[src/rtl/cmd_pkg.sv]
// Shared constants for the glitcher byte command protocol and the host-side
// command initiator (opcodes, param codes, response bytes, status, FSM states).
package cmd_pkg;

    localparam logic [7:0] CMD_PING       = 8'h01;
    localparam logic [7:0] CMD_READ       = 8'h02;
    localparam logic [7:0] CMD_WRITE      = 8'h03;
    localparam logic [7:0] CMD_ARM        = 8'h04;
    localparam logic [7:0] CMD_DISARM     = 8'h05;
    localparam logic [7:0] CMD_CHECKSTATE = 8'h06;

    localparam logic [7:0] PARAM_DELAY    = 8'h01;
    localparam logic [7:0] PARAM_WIDTH    = 8'h02;
    localparam logic [7:0] PARAM_COUNT    = 8'h03;
    localparam logic [7:0] PARAM_GAP      = 8'h04;

    localparam logic [7:0] RESP_ACK       = 8'hAA;
    localparam logic [7:0] RESP_NACK      = 8'hFF;

    localparam logic [1:0] RSP_ACK        = 2'd0;
    localparam logic [1:0] RSP_NACK       = 2'd1;
    localparam logic [1:0] RSP_DATA       = 2'd2;
    localparam logic [1:0] RSP_TIMEOUT    = 2'd3;

    localparam logic [2:0] ST_IDLE        = 3'd0;
    localparam logic [2:0] ST_SEND        = 3'd1;
    localparam logic [2:0] ST_WAIT_TX     = 3'd2;
    localparam logic [2:0] ST_WAIT_RSP    = 3'd3;
    localparam logic [2:0] ST_REPORT      = 3'd4;

    // READ and WRITE carry param + data; everything else is a bare opcode.
    function automatic logic cmd_is_long(input logic [7:0] cmd);
        return (cmd == CMD_READ) || (cmd == CMD_WRITE);
    endfunction

    function automatic logic [1:0] classify(input logic [7:0] cmd, input logic [7:0] rsp);
        if (cmd == CMD_READ || cmd == CMD_CHECKSTATE)
            return RSP_DATA;
        else if (rsp == RESP_ACK)
            return RSP_ACK;
        else
            return RSP_NACK;
    endfunction

endpackage

[src/rtl/cmd_timer.sv]
// Saturating cycle timer; expire is high while the count sits at TIMEOUT_CYCLES-1.
module cmd_timer #(
    parameter int TIMEOUT_CYCLES = 100000,
    parameter int TIMEOUT_W      = 24
) (
    input  logic clk,
    input  logic rst,
    input  logic clear,
    input  logic enable,
    output logic expire
);

    localparam logic [TIMEOUT_W-1:0] LAST = TIMEOUT_W'(TIMEOUT_CYCLES - 1);

    logic [TIMEOUT_W-1:0] count;

    assign expire = (count == LAST);

    always_ff @(posedge clk or posedge rst) begin
        if (rst)
            count <= '0;
        else if (clear)
            count <= '0;
        else if (enable && !expire)
            count <= count + 1'b1;
    end

endmodule

[src/rtl/cmd_initiator.sv]
// Host-side command master: serialises a 1- or 3-byte command, waits for the
// single response byte and reports it as ACK/NACK/DATA/TIMEOUT.
module cmd_initiator
    import cmd_pkg::*;
#(
    parameter int TIMEOUT_CYCLES = 100000,
    parameter int TIMEOUT_W      = 24
) (
    input  logic       clk,
    input  logic       rst,
    input  logic       req_valid,
    output logic       req_ready,
    input  logic [7:0] req_cmd,
    input  logic [7:0] req_param,
    input  logic [7:0] req_data,
    output logic       tx_strobe,
    output logic [7:0] tx_byte,
    input  logic       tx_done,
    input  logic       rx_strobe,
    input  logic [7:0] rx_byte,
    output logic       rsp_valid,
    output logic [1:0] rsp_status,
    output logic [7:0] rsp_byte,
    output logic       busy
);

    logic [2:0] state;
    logic       init_done;
    logic [7:0] cmd_q;
    logic [7:0] param_q;
    logic [7:0] data_q;
    logic [1:0] byte_idx;
    logic [1:0] last_idx;
    logic [7:0] next_byte;
    logic       tmr_clear;
    logic       tmr_enable;
    logic       tmr_expire;

    assign busy      = (state != ST_IDLE);
    // Held low for the first cycle after reset release.
    assign req_ready = (state == ST_IDLE) && init_done;
    assign tx_strobe = (state == ST_SEND);
    assign rsp_valid = (state == ST_REPORT);

    assign last_idx  = cmd_is_long(cmd_q) ? 2'd2 : 2'd0;
    assign next_byte = (byte_idx == 2'd0) ? param_q : data_q;

    // One timer serves both waits: restarted at each launch and at the final tx_done.
    assign tmr_clear  = (state == ST_SEND) || (state == ST_WAIT_TX && tx_done);
    assign tmr_enable = (state == ST_WAIT_TX) || (state == ST_WAIT_RSP);

    cmd_timer #(
        .TIMEOUT_CYCLES(TIMEOUT_CYCLES),
        .TIMEOUT_W     (TIMEOUT_W)
    ) u_timer (
        .clk   (clk),
        .rst   (rst),
        .clear (tmr_clear),
        .enable(tmr_enable),
        .expire(tmr_expire)
    );

    always_ff @(posedge clk or posedge rst) begin
        if (rst) begin
            state      <= ST_IDLE;
            init_done  <= 1'b0;
            cmd_q      <= '0;
            param_q    <= '0;
            data_q     <= '0;
            byte_idx   <= '0;
            tx_byte    <= '0;
            rsp_status <= RSP_ACK;
            rsp_byte   <= '0;
        end else begin
            init_done <= 1'b1;
            case (state)
                ST_IDLE: begin
                    if (req_valid && req_ready) begin
                        cmd_q    <= req_cmd;
                        param_q  <= req_param;
                        data_q   <= req_data;
                        byte_idx <= 2'd0;
                        tx_byte  <= req_cmd;
                        state    <= ST_SEND;
                    end
                end
                ST_SEND: state <= ST_WAIT_TX;
                ST_WAIT_TX: begin
                    if (tx_done) begin
                        if (byte_idx != last_idx) begin
                            byte_idx <= byte_idx + 2'd1;
                            tx_byte  <= next_byte;
                            state    <= ST_SEND;
                        end else begin
                            state <= ST_WAIT_RSP;
                        end
                    end else if (tmr_expire) begin
                        rsp_status <= RSP_TIMEOUT;
                        rsp_byte   <= '0;
                        state      <= ST_REPORT;
                    end
                end
                ST_WAIT_RSP: begin
                    // A byte arriving on the expiry cycle still counts as a response.
                    if (rx_strobe) begin
                        rsp_status <= classify(cmd_q, rx_byte);
                        rsp_byte   <= rx_byte;
                        state      <= ST_REPORT;
                    end else if (tmr_expire) begin
                        rsp_status <= RSP_TIMEOUT;
                        rsp_byte   <= '0;
                        state      <= ST_REPORT;
                    end
                end
                ST_REPORT: state <= ST_IDLE;
                default:   state <= ST_IDLE;
            endcase
        end
    end

endmodule
[config.mk]
export PLATFORM = sky130hd
export DESIGN_NAME = cmd_initiator
export DESIGN_NICKNAME = d
export VERILOG_FILES = /design/src/rtl/cmd_pkg.sv /design/src/rtl/cmd_timer.sv /design/src/rtl/cmd_initiator.sv
export SDC_FILE = /design/constraint.sdc
export NUM_CORES = 1
export LEC_CHECK = 0
export ABC_CLOCK_PERIOD_IN_PS = 4600
export BUFFER_PORTS_ARGS = -buffer_cell sky130_fd_sc_hd__buf_2
export CORE_UTILIZATION = 40
export DETAILED_ROUTE_END_ITERATION = 16
export HOLD_SLACK_MARGIN = 0.06
export SYNTH_ARGS = -nofsm -noshare
export SYNTH_HDL_FRONTEND = slang
export SYNTH_SLANG_ARGS = --single-unit
[constraint.sdc]
create_clock -name clk -period 4.6 [get_ports clk]
set_clock_uncertainty 0.1 [all_clocks]
set_input_delay 0.92 -clock clk [delete_from_list [all_inputs] [get_ports clk]]
set_output_delay 0.92 -clock clk [all_outputs]
set_load 0.005 [all_outputs]
Word level (Yosys, flattened, before mapping) --
Index checks and enable logic that the tools add are counted.
Storage, ports and cells: register bits after elaboration 72, bits of input ports 37, output and inout bits 22, logic and storage cells 72
Cells by class: add/sub/neg operators 2, equality and inequality tests 14, mux-type cells 28, reduce and logical (&&, ||, !) cells 18
Operators by type and width (number):
- $mux W8 | 7
- $mux W24 | 2
- $pmux W8 S2 | 2
- $add A24 B1 Y24 const B | 1
- $eq A24 B17 Y1 const B | 1
- $mux W2 | 9
- $eq A8 B2 Y1 const B | 2
- $mux W3 | 4
- $pmux W3 S4 | 1
- $eq A8 B3 Y1 const B | 1
- $eq A8 B8 Y1 const B | 1
- $pmux W2 S2 | 2
- $eq A3 B2 Y1 const B | 2
- $reduce_bool A2 Y1 | 3
- $logic_and A1 B1 Y1 | 4
- $logic_or A1 B1 Y1 | 4
- $ne A2 B1 Y1 const B | 2
- $ne A2 B2 Y1 const B | 2
- $reduce_and A2 Y1 | 2
- $reduce_and A4 Y1 | 1
- $eq A3 B1 Y1 const B | 1
- $eq A3 B3 Y1 const B | 1
- $logic_not A3 Y1 | 1
- $reduce_bool A3 Y1 | 1
- 5 further kinds | 5

Depth between registers and ports, before layout --
Gate-level depths: netlist of the first run.
word-level depth 7, mapped depth 8, mapped depth without buffers 7

Hierarchy --
Synthesis of the first run repeated with hierarchy kept, for this count alone.
Unflattened totals: cells, all modules 333, area total of the unflattened synthesis 3664.8 um^2
Modules (own cells, without submodules):
- cmd_initiator | times used 1, cells each 180, area each 2250.9 um^2, sequential area each 1201.2 um^2
- cmd_timer | times used 1, cells each 153, area each 1413.9 um^2, sequential area each 600.6 um^2

Least setup slack after synthesis of the first run --
Ideal clock, no wire load.
path kind input port to flip-flop, start point input port tx_done, end point register u_timer.count[0], setup time 121 ps, data arrival time 1945 ps, data required time 4379 ps, slack 2434 ps, stages 6, path buffers 2, cells stage by stage nand2_1 > or2_2 > a21oi_1 > buf_2 > buf_2 > nor2_1
Between the ends: longest elaborated chain between the ends 3, elaborated cells on any way between the ends 4, those cells by class 1 x mux; 3 x reduce/logical
RTL lines:
- start, declared | line cmd_initiator.sv:18 | input logic tx_done,
- $logic_and A1 B1 Y1 (*) | line cmd_initiator.sv:49 | assign tmr_clear = (state == ST_SEND) || (state == ST_WAIT_TX && tx_done);
- $logic_or A1 B1 Y1 (*) | line cmd_initiator.sv:49
- $mux W24 / $reduce_bool A2 Y1 (equally long branches)
- end signal, assigned | line cmd_timer.sv:25 | count <= count + 1'b1;
- end, declared | line cmd_timer.sv:15 | logic [TIMEOUT_W-1:0] count;
Every way passes the cells marked *; elsewhere a longest branch is shown, timed or not. A chain may end at the register's enable or synchronous reset.

Worst setup path in the final report of the first run --
start point register u_timer.count[0], end point register u_timer.count[1]
Between the ends: longest elaborated chain between the ends 4, elaborated cells on any way between the ends 7, those cells by class 1 x add/sub; 1 x eq/ne; 2 x mux; 3 x reduce/logical
RTL lines:
- branches (longest 4 deep; another with $add A24 B1 Y24)
Several ways; the timed one is not identified. The select of a mux whose other input is x is not followed.

==> results of run 1 <==
[through the flow]
stage | std cells | power (W) | setup WS [ns] | utilization, %
after floorplan | 306 | 0.00148 | 1.76 | -
after global placement | 458 | 0.00169 | 1.82 | 46.4
after detailed placement | 458 | 0.00171 | 1.77 | 46.4
after CTS | 474 | 0.00219 | 1.78 | 48.7
after global routing | 474 | 0.00230 | 1.42 | 48.7
final | 474 | 0.00216 | 1.73 | 48.7
[registers in the layout (all words and copies together) (netlist names)]
| name | count |
|---|---|
| param_q | 8 |
| rsp_status | 2 |
| cmd_q | 8 |
| rsp_byte | 8 |
| byte_idx | 2 |
| u_timer.count | 24 |
| state | 3 |
| init_done | 1 |
| data_q | 8 |
| tx_byte | 8 |
[cell families (layout without fill, tap and decap cells)]
family / after synthesis / count (layout)
xor+xnor: 12 / 12
other cells: 1 / 1
fa+ha+maj: 2 / 2
simple gates: 107 / 107
mux: 36 / 36
flops: 72 / 72
compound gates: 55 / 55
buf+inv: 21 / 84
[area by class of cell]
type                       instances  area (sq um)
tap                              105           131
sequential                        72          1800
timing repair buffer              60           305
fill                             762          4260
inverter                           8          30.0
clock buffer                       9           124
clock inverter                     7          61.3
multi-input combinational        213          1590
[critical path, delay by kind of cell (launching register included)]
kind,cells,cell delay [ns]
and+or+nand+nor,3,0.70
DFF,1,0.41
muxes,1,0.27
AOI/OAI and AO/OA,1,1.04
adders and majority gates,1,0.19
[routing by layer]
metal | vias to the layer above | part of all wire (%)
met5 | - | 0
met4 | 0 | 1.4
met3 | 9 | 4.7
met2 | 54 | 47
met1 | 1261 | 47
li1 | 1251 | -
[cell usage after synthesis (all sizes together), types with 7 or more instances]
| cell | number |
|---|---|
| inv | 8 |
| a22o | 9 |
| nand2 | 18 |
| and2 | 10 |
| a21oi | 7 |
| xor2 | 11 |
| o21ai | 8 |
| mux2 | 33 |
| a221o | 8 |
| dfrtp | 72 |
| buf | 11 |
| nor2 | 23 |
[final timing paths]
path / from / endpoint / slack, ns / depth (start not counted)
max: u_timer.count[0] / u_timer.count[1] / 1.73 / 6
min: rsp_byte[4] / rsp_byte[4] / 0.40 / 1
max reg2reg: u_timer.count[0] / u_timer.count[1] / 1.73 / 6
min reg2reg: rsp_byte[4] / rsp_byte[4] / 0.40 / 1
max in group asynchronous: rst / tx_byte[6] / 2.83 / 3
min in group asynchronous: rst / data_q[2] / 0.61 / 2
[power by group]
part	switching (W)	internal (W)	leakage (nW)	total, W
combinational	0.000335	0.000370	0.771	0.000704
clock	0.000272	0.000206	0.0888	0.000477
sequential	0.000142	0.000838	0.920	0.000980
total	0.000748	0.00141	1.78	0.00216
==> run metrics, run 1 <==
period utilization 62.3%; CTS buffer count 9; critical path data required time 4.70 ns; actual transition at the worst max-transition pin roughly 1.1 ns; CTS Root Cell sky130_fd_sc_hd__clkbuf_8; cell types with the largest area share after synthesis sky130_fd_sc_hd__dfrtp_1 52%, sky130_fd_sc_hd__mux2_2 11%, sky130_fd_sc_hd__xor2_1 2.8%; leakage component of the power between 1.5 and 2 nW; number of max-cap violations 0; Worst Hold Margin around 0.4 ns; share of synthesized registers carrying an async set or reset 100%; CP Data Arrival Time 2.96 ns; later-pin clock latency in the skew report about 0.36 ns; post-synthesis to final-layout area growth 16.2%; height of the chip 95.3 um; vias in the first global route ~2500; CTS H-tree depth 3; setup repair bufs after CTS 0; HP Class flop to flop; Top-Level Pins 59; total wire length after detailed routing 7290 um; routability cong. 0.802; f_max 349 MHz; Synthesis Warnings 0; path type of the worst setup path flop to flop; count of flip-flops with a built-in enable after synthesis 0; number of design rule violations left after detail routing 0; endpoints failing hold 0; peak supply drop 0.000336 V; area share of the largest cell type after synthesis between 50% and 60%; unrepaired setup endpoints after global routing no; finished layout cell area slightly above 4000 sq um; CTS clock-pin slew for the worst setup and hold paths 0.09 ns; number of antenna violations at the first check in global routing 0; detailed placement HPWL around 5100 um; met3 demand-to-capacity share in global routing 5.26%; effective utilization at floorplan a little over two fifths; Area after DPL 3850 sq um; first-pass GRT wire length 12200 um; via density per instance approximately 5.4; final-report setup violation count 0; Global Route met2 Usage between 20 and 30%; highest-count cells in the layout ignoring fill and taps 72 x sky130_fd_sc_hd__dfrtp_1, 58 x sky130_fd_sc_hd__buf_2, 33 x sky130_fd_sc_hd__mux2_2; Num Clock Sinks 72; Net Count, Synth 345; standard cell core area 8300 sq um; combined area of all synthesized cells 3480 sq um; number of hold buffers added after CTS 0; global-route track usage on met1 approximately a quarter; count of mapped cells out of synthesis 306; power density over the cells around 540 nW/um^2; combinational family with the most area after synthesis simple AND/OR/NAND/NOR gates; sequential fraction of the synthesis area approximately half; Resized cells post-CTS 0; Die ar. 9070 sq um; synthesized area per cell 11.4 sq um; average detailed-routed wire length per instance 15.4 um; CTS tree yes; slowest stage cell on the critical path sky130_fd_sc_hd__o21ai_1; XOR/XNOR share of the synthesized area 3.02%; maximum number of pins on one net before global-route repair 38; complex-gate fraction of the synthesized area 12.1%; cell type with the highest aggregate area in the netlist sky130_fd_sc_hd__dfrtp_1; peak fanout along the critical path 16; CP cell instances ha_1 > nand3_1 > nand4b_1 > o21ai_1 > mux2i_1 > nor2_1; layer with the highest usage met2; router iterations before antenna repair 4; minimum clock period after layout roughly 2.9 ns; diode insertion count for antenna repair 0; share of cell area taken by muxes after synthesis 11.5%; width of the chip roughly 95 um; fraction of layout instances using a drive strength above 1 between 30% and 40%; type of destination of the critical path flop; Routed Antenna Nets 0; type of origin of the critical path flop; row count 33; number of vias in the routed layout 2575; CP peak stage delay 1.04 ns; aggregate global-route resource usage 17.8%; share of synthesized cell area in and, or, nand and nor gates about 18%; Adder-Cell Fraction of Synth Area less than 1%; Cell variety after synth 51; CTS Buffer Depth 2; prevailing post-synth register cell sky130_fd_sc_hd__dfrtp_1; number of pins exceeding their max-slew limit in the final report 0; iteration-0 DRC count of the detailed router 121; input/output buffers 58; Slew HR 25.5%; run status finished clean; grt ovf 0; most common cell after layout, fill and taps aside sky130_fd_sc_hd__dfrtp_1; net count reported at finish slightly above 400; Sum Neg Setup Slack 0 ns; register bit total from synthesis 72
Note: power is estimated with default switching activity, not from simulation.
==> run 2, diff against run 1 <==
ABC_AREA = 1   (was default)
ABC_CLOCK_PERIOD_IN_PS = 2760   (was 4600)
clock period = 2.76 ns   (was 4.6 ns; I/O delays follow)
==> run 2 against run 1 <==
Cell area up 12%. Global-route usage up 1.7 points. Critical path depth up 4. Power up 82%. Worst setup slack worse by 1.1 ns. Clock power up 120%. Critical path type unchanged. Critical endpoint is now tx_byte[1]. Largest cell class unchanged.
==> run metrics, run 2 <==
run status finished clean; Num Clock Sinks 72 (unchanged); unrepaired setup endpoints after global routing no; input/output buffers 58 (unchanged); Layout Cells excl Fill 730 (+54%); total wire length after detailed routing 9100 um (+25%); height of the chip 101 um (+5.7%); Multi-input gate area 1800 sq um (+14%); largest reg by FF count u_timer.count; CTS buffer count 9 (unchanged); CTS clock-pin slew for the worst setup and hold paths 0.09 ns (about the same); Net Count, Synth 577 (+67%); synthesized area per cell 7.24 sq um (-36%); worst reg-to-reg path cell count 10 (+4); register bit total from synthesis 72 (unchanged); number of hold buffers added after CTS 0 (unchanged); Filler cells 955 (+25%); Resized cells post-CTS 0 (unchanged); area share of the largest cell type after synthesis 46.3% (-5.5 points); CP Data Arrival Time 2.31 ns (-0.65 ns); launch instance of the worst register-to-register path state[0]; maximum number of pins on one net before global-route repair 73 (+92%); terminus of the critical flop-to-flop path tx_byte[1]; Sum Neg Setup Slack 0 ns (unchanged); highest-count cells in the layout ignoring fill and taps 211 x sky130_fd_sc_hd__nand2_1, 72 x sky130_fd_sc_hd__dfrtp_1, 58 x sky130_fd_sc_hd__buf_2; share of synthesized registers carrying an async set or reset 100% (unchanged); setup slack of the most critical reg-to-reg path 0.59 ns (-1.14 ns); net count reported at finish 635 (+58%); path type of the worst setup path flop to flop; width of the chip 101 um (+5.7%); f_max 462 MHz (+32%); vias in the first global route 3245 (+29%); leakage component of the power 2.41 nW (+35%); cell type with the highest aggregate area in the netlist sky130_fd_sc_hd__dfrtp_1; CTS Buffer Depth 2 (unchanged); CTS H-tree depth 3 (unchanged); count of mapped cells out of synthesis 538 (+76%); via density per instance 4.80 (-12%); endpoints failing hold 0 (unchanged); Routed Antenna Nets 0 (unchanged); diode insertion count for antenna repair 0 (unchanged); number of flip-flops in the largest register 24 (unchanged); number of pins exceeding their max-slew limit in the final report 0 (unchanged); peak fanout along the critical path 27 (+11); type of origin of the critical path flop; most common cell after layout, fill and taps aside sky130_fd_sc_hd__nand2_1; effective utilization at floorplan 41.7% (-0.17 points); Top-Level Pins 59 (unchanged); post-synthesis to final-layout area growth 16.5%; most common cell in the netlist sky130_fd_sc_hd__nand2_1; grt ovf 0 (unchanged); combined area of all synthesized cells 3890 sq um (+12%); aggregate global-route resource usage 19.5% (+1.7 points); number of antenna violations at the first check in global routing 0 (unchanged); sequential fraction of the synthesis area 46.3% (-5.5 points); CTS tree yes; first-pass GRT wire length 15300 um (+26%); detailed placement HPWL 6480 um (+28%); routability cong. 0.865 (+7.8%); setup repair bufs after CTS 0 (unchanged); number of design rule violations left after detail routing 0 (unchanged); standard cell core area 9330 sq um (+12%); later-pin clock latency in the skew report 0.36 ns (about the same); CTS Root Cell sky130_fd_sc_hd__clkbuf_8; number of vias in the routed layout 3505 (+36%); sequential cell area in the final layout 1800 sq um (unchanged); Synthesis Warnings 0 (unchanged); Die ar. 10100 sq um (+12%); count of flip-flops with a built-in enable after synthesis 0 (unchanged); number of placed instances with taps included 714 (+56%); row count 35 (+6.1%); iteration-0 DRC count of the detailed router 135 (+12%); prevailing post-synth register cell sky130_fd_sc_hd__dfrtp_1; fraction of layout instances using a drive strength above 1 15.5% (-17 points); final-report setup violation count 0 (unchanged); top cells by count, synth 211 x sky130_fd_sc_hd__nand2_1, 72 x sky130_fd_sc_hd__dfrtp_1, 52 x sky130_fd_sc_hd__nor2_1; Cell variety after synth 29 (-43%); cell types with the largest area share after synthesis sky130_fd_sc_hd__dfrtp_1 46%, sky130_fd_sc_hd__nand2_1 20%, sky130_fd_sc_hd__o21ai_0 5.0%; type of destination of the critical path flop; minimum clock period after layout 2.17 ns (-0.699 ns); average detailed-routed wire length per instance 12.5 um (-19%); critical path data required time 2.90 ns (-1.80 ns); power density over the cells 865 nW/um^2 (+62%); peak supply drop 0.000374 V (+11%); period utilization 78.5% (+16 points); router iterations before antenna repair 4 (unchanged); number of max-cap violations 0 (unchanged); HP Class input pin to async pin
[run 2: power by group]
part           total [W]  internal, W  switching (W)
sequential       0.00157      0.00138       0.000195
clock            0.00104     0.000607       0.000432
combinational    0.00131     0.000439       0.000873
total            0.00392      0.00242        0.00150
[run 2: worst max-delay path: stages (launching register included)]
cell and delay (ns):
sky130_fd_sc_hd__dfrtp_1 0.44, sky130_fd_sc_hd__inv_2 0.10, sky130_fd_sc_hd__nand2_1 0.06, sky130_fd_sc_hd__inv_1 0.06
sky130_fd_sc_hd__nand2_1 0.09, sky130_fd_sc_hd__nor2_2 0.12, sky130_fd_sc_hd__nand2_2 0.28, sky130_fd_sc_hd__nand2_1 0.38
sky130_fd_sc_hd__nand2_1 0.26, sky130_fd_sc_hd__nand2_1 0.13, sky130_fd_sc_hd__nand2_1 0.06
[run 2: cell type report]
class                   instances  share of cell area [%]
multi-input cells             398                    39.7
inverters                      55                    4.61
clock inverters                 6                    2.57
well taps                     129                    3.56
flip-flops and latches         72                    39.7
clock buffers                  10                    2.81
repair buffers                 60                    7.01
[run 2: cell families (layout without fill, tap and decap cells)]
logic type	Yosys count	count (layout)	share of synthesized area (%)
AOI/OAI and AO/OA	48	48	6.56
and+or+nand+nor	334	334	36.1
other	1	1	0.0963
xor gates and xnor gates	13	13	2.92
adders and majority gates	2	2	0.643
buffers and inverters	68	131	7.45
DFF	72	72	46.3
[run 2: stage by stage]
| step | setup WS, ns | hold WS [ns] | total power (W) | util (%) | cell area [sq um] |
|---|---|---|---|---|---|
| 2_1_floorplan | 0.283 | 0.349 | 0.00253 | - | 3890 |
| 4_1_cts | 0.597 | 0.173 | 0.00398 | 48.6 | 4540 |
| 5_1_grt | 0.365 | 0.195 | 0.00423 | 48.6 | 4540 |
| 3_5_place_dp | 0.624 | 0.373 | 0.00292 | 46.0 | 4290 |
| 6_report | 0.593 | 0.161 | 0.00392 | 48.6 | 4540 |
| 3_3_place_gp | 0.704 | 0.366 | 0.00289 | 46.0 | 4290 |
[run 2: worst max path at each step]
| stage | from | end | slack [ns] | cells after the start |
|---|---|---|---|---|
| floorplan | rst | byte_idx[0] | 0.28 | 1 |
| global placement | state[0] | byte_idx[1] | 0.70 | 10 |
| detailed placement | state[0] | tx_byte[1] | 0.62 | 10 |
| CTS | state[0] | tx_byte[1] | 0.60 | 10 |
| global route | state[0] | byte_idx[1] | 0.36 | 10 |
| finish | state[0] | tx_byte[1] | 0.59 | 10 |
[run 2: routing by layer]
| layer | global-route usage, % | routed length, um |
|---|---|---|
| met1 | 27.0 | 4510 |
| met2 | 30.5 | 4150 |
| met3 | 4.23 | 322 |
| met4 | 6.24 | 115 |
| met5 | 0 | 0 |
==> run 3, diff against run 2 <==
ABC_CLOCK_PERIOD_IN_PS = 2100   (was 2760)
clock period = 2.1 ns   (was 2.76 ns; I/O delays follow)
==> run 3 against run 2 <==
Utilization grew 0.87 points. Routed wire length grew 2.1%. Combinational power grew 44%. Critical endpoint is now u_timer.count[23].
==> run metrics, run 3 (synthesis results as in run 2) <==
period utilization 92.1% (+14 points); CTS clock-pin slew for the worst setup and hold paths 0.08 ns (about the same); minimum clock period after layout 1.93 ns (-0.233 ns); CP peak stage delay 0.45 ns (about the same); router iterations before antenna repair 4 (unchanged); Num Clock Sinks 72 (unchanged); width of the chip 101 um (unchanged); total wire length after detailed routing 9290 um (+2.1%); HP Class input pin to flop; height of the chip 101 um (unchanged); aggregate global-route resource usage 20.2% (+0.70 points); number of max-cap violations 0 (unchanged); power density over the cells 1110 nW/um^2 (+29%); post-synthesis to final-layout area growth 18.6%; later-pin clock latency in the skew report 0.35 ns (about the same); CTS tree yes; row count 35 (unchanged); path type of the worst setup path flop to flop; via density per instance 4.84 (+0.87%); actual transition at the worst max-transition pin about 0.5 ns; net count reported at finish 645 (+1.6%); average detailed-routed wire length per instance 12.6 um (+0.87%); input/output buffers 58 (unchanged); final-report setup violation count 0 (unchanged); number of flip-flops in the largest register 24 (unchanged); number of design rule violations left after detail routing 0 (unchanged); grt ovf 0 (unchanged); peak supply drop 0.000603 V (+61%); Slew HR 65.9%; CTS Buffer Depth 2 (unchanged); slowest stage cell on the critical path sky130_fd_sc_hd__dfrtp_1; CTS buffer count 9 (unchanged); largest reg by FF count u_timer.count; Routed Antenna Nets 0 (unchanged); f_max 517 MHz (+12%); effective utilization at floorplan 41.7% (unchanged); iteration-0 DRC count of the detailed router 145 (+7.4%); Overall Power 0.00515 W (+31%); Sum Neg Setup Slack 0 ns (unchanged); Die ar. 10100 sq um (unchanged); CP Data Arrival Time 2.11 ns (-0.20 ns); endpoints failing hold 0 (unchanged); part of the power in registers 40.0% (about the same); fraction of power consumed by combinational cells 36.6% (+3.2 points); Final Core Density 49.5% (+0.87 points); number of antenna violations at the first check in global routing 0 (unchanged); switching part of the total 39.1% (+0.85 points); maximum number of pins on one net before global-route repair 33 (-55%); type of origin of the critical path flop; critical path data required time 2.28 ns (-0.62 ns); Filler cells 932 (-2.4%); standard cell core area 9330 sq um (unchanged); Top-Level Pins 59 (unchanged); detailed placement HPWL 6820 um (+5.2%); fraction of power consumed by the clock network 23.4% (-3.1 points); routability cong. 0.912 (+5.4%); CTS Root Cell sky130_fd_sc_hd__clkbuf_8; diode insertion count for antenna repair 0 (unchanged); number of pins exceeding their max-slew limit in the final report 0 (unchanged); highest-count cells in the layout ignoring fill and taps 211 x sky130_fd_sc_hd__nand2_1, 72 x sky130_fd_sc_hd__dfrtp_1, 58 x sky130_fd_sc_hd__buf_2; total buffers and inverters traversed by the critical path 1 (-1); CTS H-tree depth 3 (unchanged); leakage component of the power 2.44 nW (+1.3%); sw power 0.00201 W (+34%); run status finished clean; fraction of layout instances using a drive strength above 1 16.9% (+1.4 points); number of vias in the routed layout 3579 (+2.1%); most common cell after layout, fill and taps aside sky130_fd_sc_hd__nand2_1; family with the most delay on the worst path simple AND/OR/NAND/NOR gates; type of destination of the critical path flop; CP cell instances ha_2 > nand3_2 > nor2_2 > nand3_2 > nand2_2 > nand2_4 > inv_6 > nand2_1 > nand2_1; peak fanout along the critical path 23 (-15%); vias in the first global route 3492 (+7.6%); unrepaired setup endpoints after global routing no; Internal Power 0.00313 W (+29%); first-pass GRT wire length 16000 um (+4.2%); setup slack of the most critical reg-to-reg path 0.17 ns (-0.43 ns)
## run 3: cell count changes in the layout (fill, tap and decap cells not counted), sizes merged
cell and change:
buf +9, bufinv -1, clkinv +1, clkinvlp +2, dlygate4sd3 +1, inv -3
## run 3: cell type report
class | count | area [sq um] | area share [%]
tap | 129 | 161 | 3.50
timing repair buffer | 70 | 420 | 9.11
inverter | 55 | 219 | 4.74
clock buffer | 10 | 128 | 2.76
clock inverter | 5 | 82.6 | 1.79
multi-input combinational | 398 | 1800 | 39.1
sequential | 72 | 1800 | 39.0
## run 3: power groups by stage
stage | Combinational [W] | Clock [W] | Sequential (W)
after floorplan | 0.00128 | 0 | 0.00205
after global placement | 0.00180 | 0 | 0.00207
after detailed placement | 0.00182 | 0 | 0.00208
after CTS | 0.00183 | 0.00124 | 0.00206
after global routing | 0.00215 | 0.00130 | 0.00211
final | 0.00188 | 0.00120 | 0.00206
## run 3: timing repair
item                                   4_1_cts  5_1_grt
endpoints found under the hold margin       19        0
setup buffers                                0        1
setup endpoints to repair                    0       24
resized for setup                            0        3
hold buffers                                 1        0
## run 3: path summary, 6_finish.rpt
kind / from / end / cells after the start
setup reg to reg: u_timer.count[0] / u_timer.count[23] / 9
hold reg to reg: tx_byte[2] / tx_byte[2] / 2
min in group asynchronous: rst / param_q[1] / 3
hold / removal: req_param[5] / param_q[5] / 3
setup / recovery: u_timer.count[0] / u_timer.count[23] / 9
max in group asynchronous: rst / u_timer.count[11] / 4
## run 3: metal layers
metal | part of all wire (%) | global-route usage, % | wire [um]
met1 | 48 | 26.6 | 4480
met2 | 47 | 33.4 | 4350
met3 | 3.3 | 4.44 | 310
met4 | 1.6 | 6.13 | 151
met5 | 0 | 0 | 0
## run 3: through the flow
stage | setup slack [ns] | instance area (sq um) | std cells | hold WS [ns]
final | 0.166 | 4620 | 739 | 0.158
after global routing | 0.0249 | 4620 | 739 | 0.151
after CTS | 0.0450 | 4590 | 738 | 0.146
after detailed placement | 0.0820 | 4370 | 722 | 0.359
after global placement | 0.174 | 4370 | 722 | 0.352
after floorplan | 0.408 | 3900 | 538 | 0.349
## run 3: tightest hold or removal path: cells and delay by family
kind | cells | cell delay, ns
buf+inv | 1 | 0.07
simple gates | 2 | 0.08
